File: config.mk
export PLATFORM = sky130hd
export DESIGN_NAME = multi_cycle_mips
export DESIGN_NICKNAME = d
export VERILOG_FILES = /design/src/rtl/mips_pkg.sv /design/src/rtl/mips_alu.sv /design/src/rtl/multi_cycle_mips.sv
export SDC_FILE = /design/constraint.sdc
export NUM_CORES = 2
export LEC_CHECK = 0
export CAP_MARGIN = 10
export CELL_PAD_IN_SITES_DETAIL_PLACEMENT = 2
export CELL_PAD_IN_SITES_GLOBAL_PLACEMENT = 2
export CORE_UTILIZATION = 42
export DETAILED_ROUTE_END_ITERATION = 8
export PLACE_DENSITY_LB_ADDON = 0.25
export SLEW_MARGIN = 15
export SYNTH_ARGS = -nofsm -noshare
export SYNTH_HDL_FRONTEND = slang
export SYNTH_SLANG_ARGS = --single-unit
File: constraint.sdc
create_clock -name clk -period 6.8 [get_ports clk]
set_clock_uncertainty 0.05 [all_clocks]
set_input_delay 1.36 -clock clk [delete_from_list [all_inputs] [get_ports clk]]
set_output_delay 1.36 -clock clk [all_outputs]
set_load 0.01 [all_outputs]
File: src/rtl/mips_pkg.sv
// Shared encodings, FSM states and ALU operations for the multi-cycle MIPS core.
// Holds the immediate-extension helpers used by decode.
package mips_pkg;

  localparam logic [5:0] OP_RTYPE = 6'h00;
  localparam logic [5:0] OP_J     = 6'h02;
  localparam logic [5:0] OP_BEQ   = 6'h04;
  localparam logic [5:0] OP_BNE   = 6'h05;
  localparam logic [5:0] OP_ADDI  = 6'h08;
  localparam logic [5:0] OP_ADDIU = 6'h09;
  localparam logic [5:0] OP_SLTI  = 6'h0A;
  localparam logic [5:0] OP_ANDI  = 6'h0C;
  localparam logic [5:0] OP_ORI   = 6'h0D;
  localparam logic [5:0] OP_LUI   = 6'h0F;
  localparam logic [5:0] OP_LW    = 6'h23;
  localparam logic [5:0] OP_SW    = 6'h2B;

  localparam logic [5:0] FN_ADD  = 6'h20;
  localparam logic [5:0] FN_ADDU = 6'h21;
  localparam logic [5:0] FN_SUB  = 6'h22;
  localparam logic [5:0] FN_SUBU = 6'h23;
  localparam logic [5:0] FN_AND  = 6'h24;
  localparam logic [5:0] FN_OR   = 6'h25;
  localparam logic [5:0] FN_XOR  = 6'h26;
  localparam logic [5:0] FN_NOR  = 6'h27;
  localparam logic [5:0] FN_SLT  = 6'h2A;
  localparam logic [5:0] FN_SLTU = 6'h2B;

  typedef enum logic [2:0] {
    S_FETCH, S_DECODE, S_EXEC, S_MEM, S_WB, S_TRAP
  } state_t;

  typedef enum logic [3:0] {
    ALU_ADD, ALU_SUB, ALU_AND, ALU_OR, ALU_XOR, ALU_NOR, ALU_SLT, ALU_SLTU, ALU_LUI
  } alu_op_t;

  function automatic logic [31:0] sext16(input logic [15:0] v);
    return {{16{v[15]}}, v};
  endfunction

  function automatic logic [31:0] zext16(input logic [15:0] v);
    return {16'h0000, v};
  endfunction

endpackage

File: src/rtl/mips_alu.sv
// Combinational ALU shared by every instruction class; zero flag drives beq/bne.
// No internal state, result valid in the same cycle.
module mips_alu
  import mips_pkg::*;
(
  input  alu_op_t     op,
  input  logic [31:0] a,
  input  logic [31:0] b,
  output logic [31:0] y,
  output logic        zero
);

  always_comb begin
    y = 32'h0;
    case (op)
      ALU_ADD:  y = a + b;
      ALU_SUB:  y = a - b;
      ALU_AND:  y = a & b;
      ALU_OR:   y = a | b;
      ALU_XOR:  y = a ^ b;
      ALU_NOR:  y = ~(a | b);
      ALU_SLT:  y = {31'h0, $signed(a) < $signed(b)};
      ALU_SLTU: y = {31'h0, a < b};
      ALU_LUI:  y = {b[15:0], 16'h0000};
      default:  y = 32'h0;
    endcase
  end

  assign zero = (y == 32'h0);

endmodule

File: src/rtl/multi_cycle_mips.sv
// Multi-cycle MIPS-I subset core: FETCH/DECODE/EXEC/MEM/WB over one ALU and a 2R1W register file.
// Fetch and data ports stall on req/ready; all outputs are registered, trap is sticky until reset.
module multi_cycle_mips
  import mips_pkg::*;
#(
  parameter logic [31:0] RESET_PC = 32'h0000_0000,
  parameter int unsigned ADDR_W   = 32,
  parameter bit          EN_SLT   = 1'b1
) (
  input  logic              clk,
  input  logic              rst_n,
  output logic              inst_req,
  output logic [ADDR_W-1:0] inst_addr,
  input  logic [31:0]       inst,
  input  logic              inst_ready,
  output logic              data_req,
  output logic              data_wr,
  output logic [ADDR_W-1:0] data_addr,
  output logic [31:0]       data_out,
  input  logic [31:0]       data_in,
  input  logic              data_ready,
  output logic              retire,
  output logic              trap
);

  state_t            state_q, state_d;
  logic [31:0]       pc_q, pc_d, ir_q, ir_d, a_q, a_d, b_q, b_d;
  logic [31:0]       alu_q, alu_d, mdr_q, mdr_d, data_out_q, data_out_d;
  logic [ADDR_W-1:0] inst_addr_q, inst_addr_d, data_addr_q, data_addr_d;
  logic              inst_req_q, inst_req_d, data_req_q, data_req_d;
  logic              data_wr_q, data_wr_d, retire_q, retire_d, trap_q, trap_d;
  logic [31:0]       rf_q [32];

  logic [5:0]  opcode, funct;
  logic [4:0]  rs, rt, rd;
  logic [15:0] imm;
  logic [31:0] imm_sext, imm_zext, alu_b, alu_y;
  logic        alu_zero, unused_shamt;

  assign opcode       = ir_q[31:26];
  assign rs           = ir_q[25:21];
  assign rt           = ir_q[20:16];
  assign rd           = ir_q[15:11];
  assign funct        = ir_q[5:0];
  assign imm          = ir_q[15:0];
  assign unused_shamt = ^ir_q[10:6];
  assign imm_sext     = sext16(imm);
  assign imm_zext     = zext16(imm);

  alu_op_t dec_op;
  logic    dec_legal, dec_use_imm, dec_zext, dec_dest_rd;
  logic    dec_branch, dec_j, dec_lw, dec_sw;

  // Decode is re-evaluated from IR every cycle; only DECODE acts on legality.
  always_comb begin
    dec_op = ALU_ADD;  dec_legal = 1'b1;  dec_use_imm = 1'b1;  dec_zext = 1'b0;
    dec_dest_rd = 1'b0; dec_branch = 1'b0; dec_j = 1'b0; dec_lw = 1'b0; dec_sw = 1'b0;
    case (opcode)
      OP_RTYPE: begin
        dec_use_imm = 1'b0;
        dec_dest_rd = 1'b1;
        case (funct)
          FN_ADD, FN_ADDU: dec_op = ALU_ADD;
          FN_SUB, FN_SUBU: dec_op = ALU_SUB;
          FN_AND:  dec_op = ALU_AND;
          FN_OR:   dec_op = ALU_OR;
          FN_XOR:  dec_op = ALU_XOR;
          FN_NOR:  dec_op = ALU_NOR;
          FN_SLT:  begin dec_op = ALU_SLT;  dec_legal = EN_SLT; end
          FN_SLTU: begin dec_op = ALU_SLTU; dec_legal = EN_SLT; end
          default: dec_legal = 1'b0;
        endcase
      end
      OP_ADDI, OP_ADDIU: dec_op = ALU_ADD;
      OP_SLTI: begin dec_op = ALU_SLT; dec_legal = EN_SLT; end
      OP_ANDI: begin dec_op = ALU_AND; dec_zext = 1'b1; end
      OP_ORI:  begin dec_op = ALU_OR;  dec_zext = 1'b1; end
      OP_LUI:  begin dec_op = ALU_LUI; dec_zext = 1'b1; end
      OP_LW:   dec_lw = 1'b1;
      OP_SW:   dec_sw = 1'b1;
      OP_BEQ, OP_BNE: begin dec_op = ALU_SUB; dec_use_imm = 1'b0; dec_branch = 1'b1; end
      OP_J:    dec_j = 1'b1;
      default: dec_legal = 1'b0;
    endcase
  end

  assign alu_b = dec_use_imm ? (dec_zext ? imm_zext : imm_sext) : b_q;

  mips_alu u_alu (.op(dec_op), .a(a_q), .b(alu_b), .y(alu_y), .zero(alu_zero));

  logic [4:0]  rf_waddr;
  logic [31:0] rf_wdata;
  logic        rf_we;

  assign rf_waddr = dec_dest_rd ? rd : rt;
  assign rf_wdata = dec_lw ? mdr_q : alu_q;
  assign rf_we    = (state_q == S_WB) && (rf_waddr != 5'd0);

  always_comb begin
    state_d = state_q;  pc_d = pc_q;  ir_d = ir_q;  a_d = a_q;  b_d = b_q;
    alu_d = alu_q;  mdr_d = mdr_q;  data_out_d = data_out_q;
    inst_addr_d = inst_addr_q;  data_addr_d = data_addr_q;
    inst_req_d = inst_req_q;  data_req_d = data_req_q;  data_wr_d = data_wr_q;
    retire_d = 1'b0;
    case (state_q)
      S_FETCH: if (inst_req_q && inst_ready) begin
        ir_d       = inst;
        pc_d       = pc_q + 32'd4;
        inst_req_d = 1'b0;
        state_d    = S_DECODE;
      end
      S_DECODE: begin
        a_d     = rf_q[rs];
        b_d     = rf_q[rt];
        state_d = dec_legal ? S_EXEC : S_TRAP;
      end
      S_EXEC: begin
        alu_d = alu_y;
        if (dec_branch) begin
          if ((opcode == OP_BEQ) == alu_zero) pc_d = pc_q + {imm_sext[29:0], 2'b00};
          retire_d = 1'b1;
          state_d  = S_FETCH;
        end else if (dec_j) begin
          pc_d     = {pc_q[31:28], ir_q[25:0], 2'b00};
          retire_d = 1'b1;
          state_d  = S_FETCH;
        end else if (dec_lw || dec_sw) begin
          if (alu_y[1:0] != 2'b00) begin
            state_d = S_TRAP;
          end else begin
            data_req_d  = 1'b1;
            data_wr_d   = dec_sw;
            data_addr_d = alu_y[ADDR_W-1:0];
            data_out_d  = b_q;
            state_d     = S_MEM;
          end
        end else begin
          state_d = S_WB;
        end
      end
      S_MEM: if (data_req_q && data_ready) begin
        data_req_d = 1'b0;
        data_wr_d  = 1'b0;
        mdr_d      = data_in;
        retire_d   = dec_sw;
        state_d    = dec_sw ? S_FETCH : S_WB;
      end
      S_WB: begin
        retire_d = 1'b1;
        state_d  = S_FETCH;
      end
      S_TRAP:  state_d = S_TRAP;
      default: state_d = S_TRAP;
    endcase
    // Entering FETCH presents the new PC together with the request in the same cycle.
    if (state_d == S_FETCH && state_q != S_FETCH) begin
      inst_req_d  = 1'b1;
      inst_addr_d = pc_d[ADDR_W-1:0];
    end else if (state_q == S_FETCH && state_d == S_FETCH) begin
      inst_req_d  = 1'b1;
      inst_addr_d = pc_q[ADDR_W-1:0];
    end
    trap_d = trap_q | (state_d == S_TRAP);
  end

  always_ff @(posedge clk or negedge rst_n) begin
    if (!rst_n) begin
      state_q <= S_FETCH;  pc_q <= RESET_PC;  ir_q <= '0;  a_q <= '0;  b_q <= '0;
      alu_q <= '0;  mdr_q <= '0;  data_out_q <= '0;  inst_addr_q <= '0;  data_addr_q <= '0;
      inst_req_q <= 1'b0;  data_req_q <= 1'b0;  data_wr_q <= 1'b0;
      retire_q <= 1'b0;  trap_q <= 1'b0;
      for (int i = 0; i < 32; i++) rf_q[i] <= '0;
    end else begin
      state_q <= state_d;  pc_q <= pc_d;  ir_q <= ir_d;  a_q <= a_d;  b_q <= b_d;
      alu_q <= alu_d;  mdr_q <= mdr_d;  data_out_q <= data_out_d;
      inst_addr_q <= inst_addr_d;  data_addr_q <= data_addr_d;
      inst_req_q <= inst_req_d;  data_req_q <= data_req_d;  data_wr_q <= data_wr_d;
      retire_q <= retire_d;  trap_q <= trap_d;
      if (rf_we) rf_q[rf_waddr] <= rf_wdata;
    end
  end

  assign inst_req  = inst_req_q;
  assign inst_addr = inst_addr_q;
  assign data_req  = data_req_q;
  assign data_wr   = data_wr_q;
  assign data_addr = data_addr_q;
  assign data_out  = data_out_q;
  assign retire    = retire_q;
  assign trap      = trap_q;

endmodule

Word level (Yosys, flattened, before mapping) --
Cells that the tools add are included.
Word-level totals: register bits after elaboration 1320, output and inout bits 101, logic and storage cells 197
Operators by class: $add $sub $neg 4, magnitude comparators 6, eq/ne operators 40, multiplexer cells 59, bitwise gates (word level) 11, reduce and logical (&&, ||, !) cells 30
Operator list (count):
- bitwise mux 1024 bit | 1
- 2-to-1 mux 32 bit | 13
- binary-select mux 32 bit (select 5 bit) | 2
- case mux 32 bit (9 select lines) | 1
- demux 32 bit (select 5 bit) | 1
- == test 6 bit (second input constant) | 12
- adder 32 bit | 2
- less-than comparator 32 bit | 2
- case mux 32 bit (2 select lines) | 1
- == test 6 x 4 -> 1 bit (second input constant) | 6
- adder 32 x 3 -> 32 bit (second input constant) | 1
- AND 32 bit | 1
- zero test 32 bit | 1
- NOT 32 bit | 1
- bitwise OR 32 bit | 1
- subtractor 32 bit | 1
- bitwise XOR 32 bit | 1
- 2-to-1 mux 28 bit | 1
- 2-to-1 mux 3 bit | 8
- case mux 4 bit (6 select lines) | 1
- 2-to-1 mux 1 bit | 23
- case mux 3 bit (7 select lines) | 1
- greater-or-equal comparator 6 bit (second input constant) | 3
- NOT 5 -> 6 bit | 3
- 33 further kinds | 62

Longest topological paths before layout --
depth after elaboration 18, gate-level depth with buffers 27, mapped depth without buffers 22

Modules after synthesis --
A second synthesis with hierarchy kept.
Second synthesis, totals: cell total of the unflattened synthesis 6702, area, all modules 72568.3 µm²
By module, submodules not included:
- multi_cycle_mips | instances 1, cells an instance 5800, area an instance 66685.2 µm²
- mips_alu | instances 1, cells an instance 902, area an instance 5883.1 µm²

Worst setup path after synthesis --
OpenSTA, ideal clock, no wires.
path kind reg2reg, start register ir_q[31], end register pc_q[5], library setup time 127 ps, arrival time 5908 ps, data required time 6623 ps, setup slack 715 ps, cell stages (with the launch flop) 27, path buffers 5, clock period less this slack 6085 ps, cells stage by stage dfrtp_1 -> buf_4 -> nor3_4 -> clkbuf_1 -> a21oi_1 -> o21ai_1 -> clkbuf_1 -> o21a_1 -> inv_1 -> ha_1 -> clkbuf_1 -> nand2_1 -> nor2_1 -> nand3_1 -> nor3_1 -> o2bb2ai_1 -> o22ai_1 -> a21o_1 -> or3_1 -> a31oi_1 -> nand4_1 -> nor2_4 -> mux2i_1 -> buf_2 -> mux2i_1 -> a21oi_1 -> or2_2
Between the ends: cells in the longest elaborated chain, start to end 13, elaborated cells between the ends (all ways) 41, classes of those cells add/sub: 2; order compare: 2; eq/ne: 16; mux: 11; bitwise: 4; reduce/logical: 6
Ends and longest elaborated chain:
- from (decl) | RTL line multi_cycle_mips.sv:27 | logic [31:0] pc_q, pc_d, ir_q, ir_d, a_q, a_d, b_q, b_d;
- from (signal assigned) | RTL line multi_cycle_mips.sv:168 | state_q <= S_FETCH; pc_q <= RESET_PC; ir_q <= '0; a_q <= '0; b_q <= '0;
- from (signal assigned) | RTL line multi_cycle_mips.sv:174 | state_q <= state_d; pc_q <= pc_d; ir_q <= ir_d; a_q <= a_d; b_q <= b_d;
- parallel branches: the longest is 11 deep, another holds subtractor 32 bit
- 2-to-1 mux 32 bit (*) | RTL line multi_cycle_mips.sv:119 | if (dec_branch) begin
- case mux 32 bit (2 select lines) (*) | RTL line multi_cycle_mips.sv:105 | case (state_q)
- via pc_d[5] | RTL line multi_cycle_mips.sv:27
- to (signal assigned) | RTL line multi_cycle_mips.sv:168
- to (signal assigned) | RTL line multi_cycle_mips.sv:174
- to (decl) | RTL line multi_cycle_mips.sv:27
Mark *: on every way through the listed nets, which the timed path passes. A chain may end at the register's enable or synchronous reset.

Worst setup path in the final report --
start register ir_q[30], end register pc_q[5]
The elaborated chain is that of the path after synthesis.

==> results by group <==
Timing
  • Slew Limit Fails: 0
  • Peak clock frequency supported by timing: 0.149 GHz
  • Transition time at the pin with the least slew margin: 1.23 ns
  • Period utilization: 0.987
  • Tmin final: 6.71 ns
  • Hold Worst Slack: 0.343 ns
  • Max_slew headroom: 0.179
  • Hold violation total from the final report: 0
  • Crit path setup slack, layout: 0.0889 ns
  • Setup violations, final: 0

Floorplan
  • Row count: 152
  • Die W: 417 um
  • I/O pin cnt: 169
  • Initial standard-cell utilization of the core: 0.422
  • DIE HEIGHT: 417 um
  • Full die area: 0.174 mm2
  • Core outline area: 0.172 mm2

Pwr
  • Total leakage power: 34.7 nW
  • Peak supply drop: 0.000229 V
  • Total power divided by cell area: 204 mW/mm2

Finish
  • Area growth from synthesis to layout: 13.9%
  • Layout Cell Area excl Fill: 0.0825 mm2
  • Post-layout instance count excluding filler cells: 9189
  • Count of filler cells inserted in the layout: 17100
  • Post-layout net count: 6946
  • Share of cells above drive strength 1: 0.194

Placed design
  • DP Worst Slack: -0.419 ns
  • Final weighted congestion in routability-driven placement: 0.986
  • Final HPWL DP: 195000 um
  • PortBufs: 168
  • Total cell area at the placement stage: 0.0769 mm2
  • Post-placement cell count: 8901

Clock network
  • Skew-Pair Late Insertion Delay: 0.85 ns
  • Number of sinks driven by the clock tree: 1320
  • CTS clk-pin slew, worst paths: 0.06 ns
  • Hold buffer count at CTS: 0
  • Maximum count of clock buffers along a single path: 3
  • Clock buffers created by TritonCTS: 155
  • CTS tree: yes
  • Root buffer selected by CTS: sky130_fd_sc_hd__clkbuf_16
  • H-tree depth: 4

Setup path
  • Worst r2r src: ir_q[30]
  • Data required, critical path: 7.44 ns
  • CP startpoint kind: flop
  • Startpoint of the worst setup timing path: ir_q[30]
  • Capturing element type of the critical path: flop
  • Worst EP arrival: 7.35 ns
  • Critical path fanouts, max: 18
  • R2r setup slk: 0.09 ns
  • Class of the most critical setup path: flop to flop

Logic synthesis
  • Most used standard cells in the synthesized netlist: sky130_fd_sc_hd__dfrtp_1 (1320), sky130_fd_sc_hd__nand2_1 (1151), sky130_fd_sc_hd__o21ai_0 (797), sky130_fd_sc_hd__mux4_2 (640), sky130_fd_sc_hd__nor2_1 (584)
  • Number of enable flip-flop cells after synthesis: 0
  • Yosys warns: 0
  • Dominant combinational cell family by area after synthesis: multiplexers
  • Cell taking the most area after synthesis: sky130_fd_sc_hd__dfrtp_1
  • Flops & latches, synth: 1320
  • Simple-gate area share of the yosys netlist: 0.117
  • Post-Syn Nets: 7046
  • Per-instance average area after synthesis: 10.6 um2
  • Post-synth cell types: 95
  • Post-synthesis instance area: 0.0724 mm2
  • Mux contribution to synthesized area: 0.220
  • Top cells by area, synth: sky130_fd_sc_hd__dfrtp_1 (46%), sky130_fd_sc_hd__mux4_2 (20%), sky130_fd_sc_hd__nand2_1 (6.0%)
  • Share of synthesized area occupied by flip-flops and latches: 0.456
  • Share of the synthesized area in the top cell type: 0.456
  • Leading cell type by number of instances after synthesis: sky130_fd_sc_hd__dfrtp_1
  • Cells after Synth: 6849
  • Post-Synth XOR/XNOR Area: 0.00494
  • Top flip-flop cell by instance count after synthesis: sky130_fd_sc_hd__dfrtp_1
  • Share of synthesized flip-flops with an asynchronous set or reset: 1.00
  • Adder-cell share of the synthesized area: 0.0226
  • Synth Area in Compound Gates: 0.140

Worst hold path
  • Hold Startpoint: rf_q[1011]
  • Hold/Removal Path Class: flop to flop

Flow run
  • Max-cap violations: 0

Global routing
  • Global-route track usage on met3: 0.0673
  • Antenna violations before repair: 15
  • Most heavily used metal layer in global routing: met2
  • Largest net degree at the start of global routing: 147
  • Gr ovfl total: 0
  • Global-route usage over all layers: 0.359
  • Routing usage on met2: 0.588
  • Met1 GRT Util: 0.459
  • Global-route wire length before repair: 460000 um
  • Vias in the first global route: 66800

Routing
  • Antenna viol nets, final: 0
  • Detailed-route wire length: 311000 um
  • 1st-iter DRT viols: 5638
  • Detailed Routing Iterations Pass 1: 6
  • Via density: 6.57
  • Total number of vias: 60400
  • Wire length per cell: 33.9 um
  • Number of design rule violations left after detail routing: 0

Status
  • Status: finished clean
-- kinds of logic after synthesis --
family	count (synthesis)
xor gates and xnor gates	40
DFF	1320
muxes	784
and+or+nand+nor	2049
buffers and inverters	759
AOI/OAI and AO/OA	1768
adders and majority gates	129
-- cell usage in the layout, fill, tap and decap left out, types with 14 or more instances in the layout --
cell	Yosys	layout
sky130_fd_sc_hd__dfrtp_1	1320	1309
sky130_fd_sc_hd__nand2_1	1151	1130
sky130_fd_sc_hd__o21ai_0	797	792
sky130_fd_sc_hd__mux4_2	640	640
sky130_fd_sc_hd__nor2_1	584	578
sky130_fd_sc_hd__a21oi_1	538	528
sky130_fd_sc_hd__buf_4	5	199
sky130_fd_sc_hd__clkdlybuf4s50_1	0	167
sky130_fd_sc_hd__clkbuf_16	0	158
sky130_fd_sc_hd__ha_1	126	116
sky130_fd_sc_hd__inv_1	106	106
sky130_fd_sc_hd__mux2i_1	100	60
sky130_fd_sc_hd__nor3_1	68	60
sky130_fd_sc_hd__a21o_1	56	56
sky130_fd_sc_hd__a31oi_1	57	56
sky130_fd_sc_hd__nand3_1	45	43
sky130_fd_sc_hd__mux2_2	42	42
sky130_fd_sc_hd__clkbuf_1	538	39
sky130_fd_sc_hd__clkbuf_8	0	39
sky130_fd_sc_hd__nor2b_1	44	38
sky130_fd_sc_hd__mux2i_2	1	35
sky130_fd_sc_hd__o21a_1	30	30
sky130_fd_sc_hd__o22ai_1	27	26
sky130_fd_sc_hd__xnor2_1	25	25
sky130_fd_sc_hd__a211oi_1	24	24
sky130_fd_sc_hd__clkinv_2	0	23
sky130_fd_sc_hd__o221ai_1	22	22
sky130_fd_sc_hd__buf_12	0	22
sky130_fd_sc_hd__and3_1	24	21
sky130_fd_sc_hd__a221oi_1	21	21
sky130_fd_sc_hd__o211ai_1	20	20
sky130_fd_sc_hd__nand2_4	0	20
sky130_fd_sc_hd__o31ai_1	21	19
sky130_fd_sc_hd__nand2b_1	20	18
sky130_fd_sc_hd__nor4_1	16	14
sky130_fd_sc_hd__xor2_1	14	14
sky130_fd_sc_hd__or3_1	14	14
sky130_fd_sc_hd__o21bai_1	17	14
-- metal layers --
layer  up-vias  routed length, um
li1      24500                  -
met1     32700             124000
met2      2391             151000
met3       792              20400
met4        14              15600
met5         -                141
-- per-stage QoR --
stage | TNS (ns) | util | total power, mW
final | 0 | 0.481 | 16.8
after global routing | -0.00506 | 0.481 | 17.2
after floorplan | 0 | - | 8.00
after global placement | -1.42 | 0.448 | 8.23
after CTS | 0 | 0.480 | 16.9
after detailed placement | -9.48 | 0.448 | 8.23
-- registers in the layout, summed over array words and instances, names as in the netlist --
register	count
b_q	32
pc_q	32
data_wr	1
data_addr	32
state_q	3
rf_q	1024
retire	1
inst_req	1
data_out	32
ir_q	32
inst_addr	32
data_req	1
a_q	32
trap	1
mdr_q	32
alu_q	32
-- worst max-delay path, cell delays in order, from the launching register on --
cell,delay (ns)
sky130_fd_sc_hd__dfrtp_1,0.48
sky130_fd_sc_hd__nor3_4,0.33
sky130_fd_sc_hd__buf_12,0.22
sky130_fd_sc_hd__a21oi_1,0.09
sky130_fd_sc_hd__o21ai_2,0.15
sky130_fd_sc_hd__buf_6,0.23
sky130_fd_sc_hd__o21a_1,0.18
sky130_fd_sc_hd__inv_1,0.06
sky130_fd_sc_hd__ha_1,0.30
sky130_fd_sc_hd__buf_4,0.21
sky130_fd_sc_hd__a222oi_1,0.44
sky130_fd_sc_hd__a21o_1,0.16
sky130_fd_sc_hd__o21ai_1,0.25
sky130_fd_sc_hd__or4_1,0.65
sky130_fd_sc_hd__o22a_1,0.25
sky130_fd_sc_hd__nor4_1,0.33
sky130_fd_sc_hd__nand4_1,0.47
sky130_fd_sc_hd__buf_4,0.33
sky130_fd_sc_hd__nor2_4,0.16
sky130_fd_sc_hd__mux2i_4,0.33
sky130_fd_sc_hd__buf_4,0.21
sky130_fd_sc_hd__mux2i_1,0.26
sky130_fd_sc_hd__a21oi_1,0.11
sky130_fd_sc_hd__or2_2,0.30
-- layout make-up --
class / count / area (um2) / share of cell area
Sequential cell: 1320 / 33100 / 0.401
Inverter: 111 / 417 / 0.00505
Antenna cell: 5 / 12.5 / 0.000152
Timing Repair Buffer: 391 / 3660 / 0.0443
Clock buffer: 236 / 4640 / 0.0562
Multi-Input combinational cell: 4770 / 37200 / 0.451
Clock inverter: 46 / 624 / 0.00756
Tap cell: 2310 / 2890 / 0.0350
-- timing repair --
item | CTS | global route
endpoints found under the setup margin | 57 | 39
buffers inserted | 1 | 0
gates resized for setup | 32 | 44
pin swaps | 3 | 4
endpoints found under the hold margin | 0 | 0
-- path summary, 6_finish.rpt --
| kind | end | cells after the start |
|---|---|---|
| setup / recovery | pc_q[5] | 23 |
| hold / removal | rf_q[1011] | 0 |
| setup reg to reg | pc_q[5] | 23 |
| hold reg to reg | rf_q[1011] | 0 |
| max in group asynchronous | ir_q[21] | 2 |
| min in group asynchronous | inst_addr[0] | 1 |
-- report_power, final --
group	leakage, nW	switching [mW]	internal (mW)	total [mW]
sequential	18.3	0	7.86	7.86
clock	2.59	3.64	5.11	8.75
combinational	13.8	0.175	0.0462	0.221
total	34.7	3.82	13.0	16.8
Note: power is estimated with default switching activity, not from simulation.
